`config.mk`:
```
export PLATFORM = sky130hd
export DESIGN_NAME = fetch_unit_flat
export DESIGN_NICKNAME = d
export VERILOG_FILES = /design/src/rtl/fetch_unit_if.sv /design/src/rtl/fetch_unit.sv /design/src/flat_wrapper.sv
export SDC_FILE = /design/constraint.sdc
export NUM_CORES = 1
export LEC_CHECK = 0
export CORE_MARGIN = 2
export CORE_UTILIZATION = 52
export DETAILED_ROUTE_END_ITERATION = 8
export PLACE_DENSITY = 0.81
export SYNTH_ARGS = -nofsm -noshare
export SYNTH_HDL_FRONTEND = slang
export SYNTH_SLANG_ARGS = --single-unit
export TNS_END_PERCENT = 20
```
`constraint.sdc`:
```
create_clock -name i_clk -period 8.19 [get_ports i_clk]
set_input_delay 1.2285 -clock i_clk [delete_from_list [all_inputs] [get_ports i_clk]]
set_output_delay 1.2285 -clock i_clk [all_outputs]
set_load 0.01 [all_outputs]
```
`src/rtl/fetch_unit_if.sv`:
```
// Instruction-memory port for fetch_unit: one-outstanding request channel
// (valid/ready) plus an unconditional response strobe.
interface fetch_unit_if #(
  parameter int unsigned WordSize = 32
);
  logic                imem_req_valid;
  logic                imem_req_ready;
  logic [WordSize-1:0] imem_addr;
  logic                imem_rsp_valid;
  logic [WordSize-1:0] imem_rsp_data;

  modport master (
    output imem_req_valid,
    output imem_addr,
    input  imem_req_ready,
    input  imem_rsp_valid,
    input  imem_rsp_data
  );

  modport slave (
    input  imem_req_valid,
    input  imem_addr,
    output imem_req_ready,
    output imem_rsp_valid,
    output imem_rsp_data
  );
endinterface

```
`src/rtl/fetch_unit.sv`:
```
// Instruction-fetch stage: owns the PC, issues one imem request at a time,
// buffers a word across a stall and squashes wrong-path fetches on redirect.
module fetch_unit #(
  parameter int unsigned         WordSize  = 32,
  parameter logic [WordSize-1:0] ResetAddr = '0,
  parameter logic [WordSize-1:0] NopInst   = WordSize'(32'h0000_0013)
) (
  input  logic                i_clk,
  input  logic                i_rst,
  input  logic                i_branch_taken,
  input  logic [WordSize-1:0] i_npc,
  input  logic                i_stall,
  fetch_unit_if.master        imem,
  output logic [WordSize-1:0] o_pc,
  output logic                o_if_valid,
  output logic [WordSize-1:0] o_if_pc,
  output logic [WordSize-1:0] o_if_pc4,
  output logic [WordSize-1:0] o_if_inst
);

  typedef enum logic [1:0] {
    S_FETCH,
    S_WAIT,
    S_HOLD
  } state_t;

  state_t              r_state, w_state_nxt;
  logic [WordSize-1:0] r_pc, w_pc_nxt;
  logic [WordSize-1:0] r_req_pc, w_req_pc_nxt;
  logic                r_drop, w_drop_nxt;
  logic [WordSize-1:0] r_buf_inst, r_buf_pc;
  logic                r_if_valid;
  logic [WordSize-1:0] r_if_pc, r_if_pc4, r_if_inst;

  logic                w_req_valid;
  logic                w_buf_load;
  logic                w_if_load;
  logic [WordSize-1:0] w_if_inst_new;
  logic [WordSize-1:0] w_if_pc_new;
  logic [WordSize-1:0] w_target;

  assign w_target = i_npc & ~WordSize'(3);

  always_comb begin
    w_state_nxt   = r_state;
    w_pc_nxt      = r_pc;
    w_req_pc_nxt  = r_req_pc;
    w_drop_nxt    = r_drop;
    w_req_valid   = 1'b0;
    w_buf_load    = 1'b0;
    w_if_load     = 1'b0;
    w_if_inst_new = imem.imem_rsp_data;
    w_if_pc_new   = r_req_pc;

    unique case (r_state)
      S_FETCH: begin
        w_req_valid = 1'b1;
        if (imem.imem_req_ready) begin
          w_req_pc_nxt = r_pc;
          w_state_nxt  = S_WAIT;
          // The accepted request carried the old PC; its response must be dropped.
          w_drop_nxt   = i_branch_taken;
        end
      end
      S_WAIT: begin
        if (imem.imem_rsp_valid) begin
          if (r_drop || i_branch_taken) begin
            w_drop_nxt  = 1'b0;
            w_state_nxt = S_FETCH;
          end else begin
            w_pc_nxt = r_req_pc + WordSize'(4);
            if (i_stall) begin
              w_buf_load  = 1'b1;
              w_state_nxt = S_HOLD;
            end else begin
              w_if_load   = 1'b1;
              w_state_nxt = S_FETCH;
            end
          end
        end else if (i_branch_taken) begin
          w_drop_nxt = 1'b1;
        end
      end
      S_HOLD: begin
        if (i_branch_taken || !i_stall) begin
          w_state_nxt   = S_FETCH;
          w_if_load     = !i_branch_taken;
          w_if_inst_new = r_buf_inst;
          w_if_pc_new   = r_buf_pc;
        end
      end
      default: w_state_nxt = S_FETCH;
    endcase

    if (i_branch_taken) begin
      w_pc_nxt = w_target;
    end
  end

  always_ff @(posedge i_clk or posedge i_rst) begin
    if (i_rst) begin
      r_state <= S_FETCH;
    end else begin
      r_state <= w_state_nxt;
    end
  end

  always_ff @(posedge i_clk or posedge i_rst) begin
    if (i_rst) begin
      r_pc       <= ResetAddr;
      r_req_pc   <= ResetAddr;
      r_drop     <= 1'b0;
      r_buf_inst <= NopInst;
      r_buf_pc   <= '0;
      r_if_valid <= 1'b0;
      r_if_pc    <= '0;
      r_if_pc4   <= '0;
      r_if_inst  <= NopInst;
    end else begin
      r_pc     <= w_pc_nxt;
      r_req_pc <= w_req_pc_nxt;
      r_drop   <= w_drop_nxt;
      if (w_buf_load) begin
        r_buf_inst <= imem.imem_rsp_data;
        r_buf_pc   <= r_req_pc;
      end
      // Redirect flushes IF/ID even under stall; otherwise stall freezes it.
      if (i_branch_taken) begin
        r_if_valid <= 1'b0;
        r_if_inst  <= NopInst;
      end else if (!i_stall) begin
        if (w_if_load) begin
          r_if_valid <= 1'b1;
          r_if_inst  <= w_if_inst_new;
          r_if_pc    <= w_if_pc_new;
          r_if_pc4   <= w_if_pc_new + WordSize'(4);
        end else begin
          r_if_valid <= 1'b0;
          r_if_inst  <= NopInst;
        end
      end
    end
  end

  assign imem.imem_req_valid = w_req_valid & ~i_rst;
  assign imem.imem_addr      = r_pc;
  assign o_pc                = r_pc;
  assign o_if_valid          = r_if_valid;
  assign o_if_pc             = r_if_pc;
  assign o_if_pc4            = r_if_pc4;
  assign o_if_inst           = r_if_inst;

endmodule

```
`src/flat_wrapper.sv`:
```
// flat-port wrapper written by rule: the top's interface ports become plain ports
module fetch_unit_flat 
#(
  parameter int unsigned         WordSize  = 32,
  parameter logic [WordSize-1:0] ResetAddr = '0,
  parameter logic [WordSize-1:0] NopInst   = WordSize'(32'h0000_0013)
)
  (i_clk, i_rst, i_branch_taken, i_npc, i_stall, o_pc, o_if_valid, o_if_pc, o_if_pc4, o_if_inst, imem_imem_req_valid, imem_imem_addr, imem_imem_req_ready, imem_imem_rsp_valid, imem_imem_rsp_data);
  fetch_unit_if #(.WordSize(WordSize)) imem_i ();
  input  logic i_clk;
  input  logic i_rst;
  input  logic i_branch_taken;
  input  logic [WordSize-1:0] i_npc;
  input  logic i_stall;
  output logic [WordSize-1:0] o_pc;
  output logic o_if_valid;
  output logic [WordSize-1:0] o_if_pc;
  output logic [WordSize-1:0] o_if_pc4;
  output logic [WordSize-1:0] o_if_inst;
  output wire logic [$bits(imem_i.imem_req_valid)-1:0] imem_imem_req_valid;
  output wire logic [$bits(imem_i.imem_addr)-1:0] imem_imem_addr;
  input wire logic [$bits(imem_i.imem_req_ready)-1:0] imem_imem_req_ready;
  input wire logic [$bits(imem_i.imem_rsp_valid)-1:0] imem_imem_rsp_valid;
  input wire logic [$bits(imem_i.imem_rsp_data)-1:0] imem_imem_rsp_data;
  assign imem_imem_req_valid = imem_i.imem_req_valid;
  assign imem_imem_addr = imem_i.imem_addr;
  assign imem_i.imem_req_ready = imem_imem_req_ready;
  assign imem_i.imem_rsp_valid = imem_imem_rsp_valid;
  assign imem_i.imem_rsp_data = imem_imem_rsp_data;
  fetch_unit #(.WordSize(WordSize), .ResetAddr(ResetAddr), .NopInst(NopInst)) u_core (.i_clk(i_clk), .i_rst(i_rst), .i_branch_taken(i_branch_taken), .i_npc(i_npc), .i_stall(i_stall), .imem(imem_i), .o_pc(o_pc), .o_if_valid(o_if_valid), .o_if_pc(o_if_pc), .o_if_pc4(o_if_pc4), .o_if_inst(o_if_inst));
endmodule
```
Word-level counts from Yosys, hierarchy flattened
Index checks and enable logic that the tools add are counted.
{ "word_totals": {"ff_bits": 228, "in_bits": 70, "out_inout_bits": 162, "wordCells": 73} }
{ "op_classes": {"reduce_logical": 13, "eq_ne": 9, "muxes": 35, "add_sub_neg": 2, "bitwise": 4} }
{ "op_table": {"columns": ["operator", "n"], "rows": [
  ["$mux 32", 11],
  ["$add 32x3->32 const B", 2],
  ["$mux 1", 16],
  ["$mux 2", 5],
  ["$reduce_and 3->1", 3],
  ["$ne 2x2->1 const B", 4],
  ["$pmux 2 s3", 1],
  ["$reduce_bool 2->1", 3],
  ["$pmux 1 s2", 2],
  ["$reduce_and 4->1", 1],
  ["$ne 3x2->1 const B", 1],
  ["$ne 3x3->1 const B", 1],
  ["$not 1->1", 3],
  ["$eq 2x1->1 const B", 1],
  ["$eq 2x2->1 const B", 1],
  ["$logic_not 1->1", 2],
  ["$logic_not 2->1", 1],
  ["$logic_or 1x1->1", 2],
  ["$ne 2x1->1 const B", 1],
  ["$reduce_and 2->1", 1],
  ["$and 1x1->1", 1]
]} }

Logic depth before layout (Yosys ltp)
{ "depth": {"depth_word": 7, "ltp_mapped": 13, "depth_no_buf": 10} }

Worst setup path before layout
No wires, ideal clock.
{ "synth_timing": {"path_type": "input to register", "startpoint": "input port i_branch_taken", "endpoint": "register u_core.r_if_pc4[26], in the netlist u_core.o_if_pc4[26]", "path_buffers": 4, "setup_time_ns": 0.082, "setup_slack_ns": 4.449, "required_ns": 8.108, "stages": 12, "arrival_ns": 3.659, "path_cell_list": "buf_6 nand2b_4 buf_6 nand2_1 buf_1 nand2_1 nand2_1 ha_1 clkbuf_1 o221ai_2 or4_1 a31oi_1"} }
{ "synth_between": {"elab_cells_between_ends": 12, "classes_between": "add/sub (1); mux (6); bitwise (1); reduce/logical (4)"} }
{ "synth_lines": {"columns": ["item", "line_no", "source"], "rows": [
  ["start: declaration", "flat_wrapper.sv:12", "input logic i_branch_taken;"],
  ["$logic_or 1x1->1", "fetch_unit.sv:85", "if (i_branch_taken || !i_stall) begin"],
  ["$mux 32", "fetch_unit.sv:85", null],
  ["$mux 32", "fetch_unit.sv:55", "unique case (r_state)"],
  ["net u_core.w_if_pc_new[3]", "fetch_unit.sv:39", "logic [WordSize-1:0] w_if_pc_new;"],
  ["$add 32x3->32", "fetch_unit.sv:136", "r_if_pc4 <= w_if_pc_new + WordSize'(4);"],
  ["end signal: assignment", "fetch_unit.sv:136", null],
  ["end: declaration", "fetch_unit.sv:33", "logic [WordSize-1:0] r_if_pc, r_if_pc4, r_if_inst;"]
]} }
The timed path passes the listed nets, and every way through them passes these cells.
A chain may end at the register's enable or synchronous reset.

Worst setup path in the final report
{ "layout_timing": {"startpoint": "input port i_stall", "endpoint": "register u_core.r_if_pc4[26], in the netlist u_core.o_if_pc4[26]"} }
{ "layout_between": {"elab_chain_cells": 5, "elab_cells_between_ends": 12, "classes_between": "add/sub (1); mux (7); bitwise (1); reduce/logical (3)"} }
{ "layout_rtl": {"columns": ["item", "line_no", "source"], "rows": [
  ["start: declaration", "flat_wrapper.sv:14", "input logic i_stall;"],
  ["$logic_not 1->1", "fetch_unit.sv:85", null],
  ["$logic_or 1x1->1", "fetch_unit.sv:85", null],
  ["$mux 32", "fetch_unit.sv:85", null],
  ["$mux 32", "fetch_unit.sv:55", null],
  ["net u_core.w_if_pc_new[2]", "fetch_unit.sv:39", null],
  ["$add 32x3->32", "fetch_unit.sv:136", null]
]} }
The timed path passes the listed nets, and every way through them passes these cells.

==> run_results.csv <==
group,metric,value,unit
die,core-area,21690,µm²
critical_path,r2r_slack,4.76,ns
sta,rsz0062_at_grt,"false",
die,dieArea,23200,µm²
critical_path,path_class,"input pin to flip-flop",
sta,setup_viol,0,
drt,drtIter0Drc,772,
sta,post-route-min-period,4.146,ns
die,rows,54,
logic_synthesis,yosysWarnings,0,
layout,drive_gt1_frac,0.1435,
die,ios,232,
critical_path,required,8.63,ns
critical_path,worstSetupStartpointType,"input pin",
global_route,grt.total_usage,0.2630,
critical_path,endpoint_kind,"flip-flop",
clock_tree,root_buffer,"clkbuf_16",
critical_path,worst-path-max-fanout,45,
critical_path,reg2reg_from,"u_core.r_state[0]",
drt,firstDrtPassIters,5,
logic_synthesis,postSynthAreaPerCell,10.30,µm²
critical_path,reg2reg_depth,10,
clock_tree,cts_buffers,24,
clock_tree,cts_tree,"yes",
logic_synthesis,syn_area,11440,µm²
sta,slew_viol_final,0,
logic_synthesis,ys_ff_latch,226,
sta,hold_viol,0,
logic_synthesis,ys_seq_area_frac,0.4951,
logic_synthesis,yosys.area.top_type,"dfrtp_1",
logic_synthesis,synthArstFlopShare,1.000,
hold_path,min-delay-path-class,"flip-flop to flip-flop",
run,maxCapViolations,0,
clock_tree,clkLatencyLatePin,0.52,ns
sta,tns,0,ns
drt,drc,0,
die,fp.dieH,152.3,µm
clock_tree,clk_pin_slew,0.06,ns
sta,slew_headroom,0.1787,
clock_tree,cts_hold_buf,0,
placed_design,hpwl,21210,µm
global_route,antenna_found_initial,0,
sta,period_share,0.5063,
critical_path,r2r_end,"u_core.o_if_pc4[26]",
logic_synthesis,synth_cells,1110,
clock_tree,max-clock-path-buffers,3,
critical_path,critical_path.endpoint,"u_core.o_if_pc4[26]",
logic_synthesis,ys_types,72,
global_route,gr-total-overflow,0,
global_route,grt_pass1_wl,50130,µm
clock_tree,ctsResizeCount,0,
clock_tree,clock-sinks,226,
drt,avgViaCountPerCell,6.024,
global_route,grt_pass1_vias,9170,
logic_synthesis,synth_top_flop_cell,"dfrtp_1",
critical_path,crit_arrival,4.59,ns
logic_synthesis,synthTopCellsByArea,"dfrtp_1, mux2_2, nand2_1",
placed_design,port_buffers,229,
power,p_leak,0.006152,µW
drt,drt-total-wl,31140,µm
clock_tree,postCtsSetupBuffers,0,
drt,wire_per_inst,19.93,µm
placed_design,gp_congestion,0.9010,
power,peakVddDrop,0.1682,mV
power,power-per-cell-area,325.5,nW/µm²
status,status,"finished clean",
layout,antenna_cells,0,
clock_tree,htree_levels,1,
die,die_width,152.3,µm
sta,worst_slew_pin_slew,1.222,ns
sta,skew,0.008548,ns
logic_synthesis,syn_nets,1185,
layout,area_growth,26.19,%
drt,via_count,9409,
layout,final_nets,1339,
sta,clock.fmax,241.2,MHz
global_route,grt_max_degree,120,
critical_path,crit_path_start,"i_stall",
die,floorplan.initialDensity,0.5274,
logic_synthesis,synth_edf_count,0,
layout,instances_no_fill,1562,
drt,ant_nets,0,
placed_design,place_inst,1518,
logic_synthesis,synth_top_area_frac,0.4813,
==> kinds of logic (layout without fill, tap and decap cells) <==
group / after synthesis / count (layout) / synth area share
mux: 153 / 153 / 0.1452
fa+ha+maj: 5 / 5 / 0.005469
flops: 226 / 226 / 0.4951
simple gates: 329 / 329 / 0.1399
buf+inv: 127 / 299 / 0.05786
compound gates: 244 / 244 / 0.1366
xor+xnor: 26 / 26 / 0.01991
==> per-stage QoR <==
stage / util / power [µW] / hold WS [ns] / setup WS (ns) / area (µm²)
floorplan: - / 2807 / 0.4637 / 0.7803 / 11440
global route: 0.6655 / 4941 / 0.5025 / 3.857 / 14430
global placement: 0.6266 / 3462 / 0.4583 / 3.622 / 13590
finish: 0.6655 / 4699 / 0.4774 / 4.044 / 14430
CTS: 0.6655 / 4694 / 0.4815 / 4.091 / 14430
detailed placement: 0.6266 / 3536 / 0.4670 / 3.562 / 13590
==> where the power goes <==
group          switching (µW)  leakage, µW  internal (µW)  total, µW
sequential                451      0.00288           1520       1970
combinational             746      0.00285            837       1580
clock                     453     0.000422            697       1150
==> area by class of cell <==
cell class | instances | area [µm²]
multi-input combinational | 757 | 5131
clock buffer | 34 | 708.2
timing repair buffer | 243 | 2392
fill | 1625 | 7254
tap | 280 | 350.3
sequential | 226 | 5663
inverter | 12 | 52.55
clock inverter | 10 | 136.4
==> routing by layer <==
metal,up-vias,global-route usage,share of wire
li1,4303,-,-
met1,4588,0.3899,0.44
met2,463,0.4022,0.45
met3,55,0.05290,0.089
met4,0,0.06008,0.019
met5,-,0,0
==> worst min path at each step <==
stage | cells past startpoint | from | end
2_1_floorplan | 2 | u_core.r_buf_inst[1] | u_core.o_if_inst[1]
3_3_place_gp | 2 | u_core.o_if_valid | u_core.o_if_valid
3_5_place_dp | 2 | u_core.o_if_pc4[3] | u_core.o_if_pc4[3]
4_1_cts | 2 | u_core.o_if_pc4[3] | u_core.o_if_pc4[3]
5_1_grt | 2 | u_core.o_if_pc[10] | u_core.o_if_pc[10]
6_report | 2 | u_core.o_if_pc[10] | u_core.o_if_pc[10]
==> synthesized netlist by cell type (5+ instances only) <==
| cell type | n |
|---|---|
| nand3_1 | 44 |
| a21o_1 | 9 |
| xnor2_1 | 10 |
| nor3_1 | 13 |
| nand2_1 | 149 |
| dfstp_2 | 6 |
| o21ai_0 | 95 |
| o21ai_1 | 5 |
| nand4_1 | 24 |
| nor4_1 | 18 |
| a31oi_1 | 14 |
| clkbuf_1 | 42 |
| ha_1 | 5 |
| o31a_1 | 5 |
| dfrtp_1 | 220 |
| a211oi_1 | 7 |
| o211ai_1 | 6 |
| or4_1 | 8 |
| buf_1 | 14 |
| mux2i_1 | 50 |
| inv_1 | 12 |
| buf_4 | 37 |
| nor2_1 | 31 |
| a21oi_1 | 37 |
| mux2_2 | 103 |
| and3_1 | 15 |
| buf_2 | 19 |
| o21a_1 | 5 |
| xor2_1 | 16 |
| o31ai_1 | 12 |
==> worst max-delay path, stage by stage <==
cell	delay [ns]
clkdlybuf4s50_1	0.58
nand2b_4	0.30
nand2_2	0.16
buf_4	0.58
mux2_2	0.30
ha_1	0.35
o221ai_2	0.30
or4_1	0.56
a31oi_1	0.17
==> sequential cells by signal (all words and copies together), names as in the netlist <==
name,count
u_core.imem.imem_addr,32
u_core.o_if_inst,32
u_core.o_if_pc4,32
u_core.r_buf_inst,32
u_core.r_buf_pc,32
u_core.r_req_pc,32
u_core.o_if_pc,30
u_core.r_state,2
u_core.o_if_valid,1
u_core.r_drop,1
==> layout by cell type (no fill, tap or decap), drive strengths merged, types with 31 or more instances in the layout <==
| master | instances |
|---|---|
| mux2 | 103 |
| nor2 | 31 |
| nand2 | 150 |
| a21oi | 37 |
| o21ai | 100 |
| clkdlybuf4s50 | 228 |
| mux2i | 50 |
| clkbuf | 34 |
| nand3 | 44 |
| dfrtp | 220 |
No activity file was read; power rests on OpenSTA's default activity.
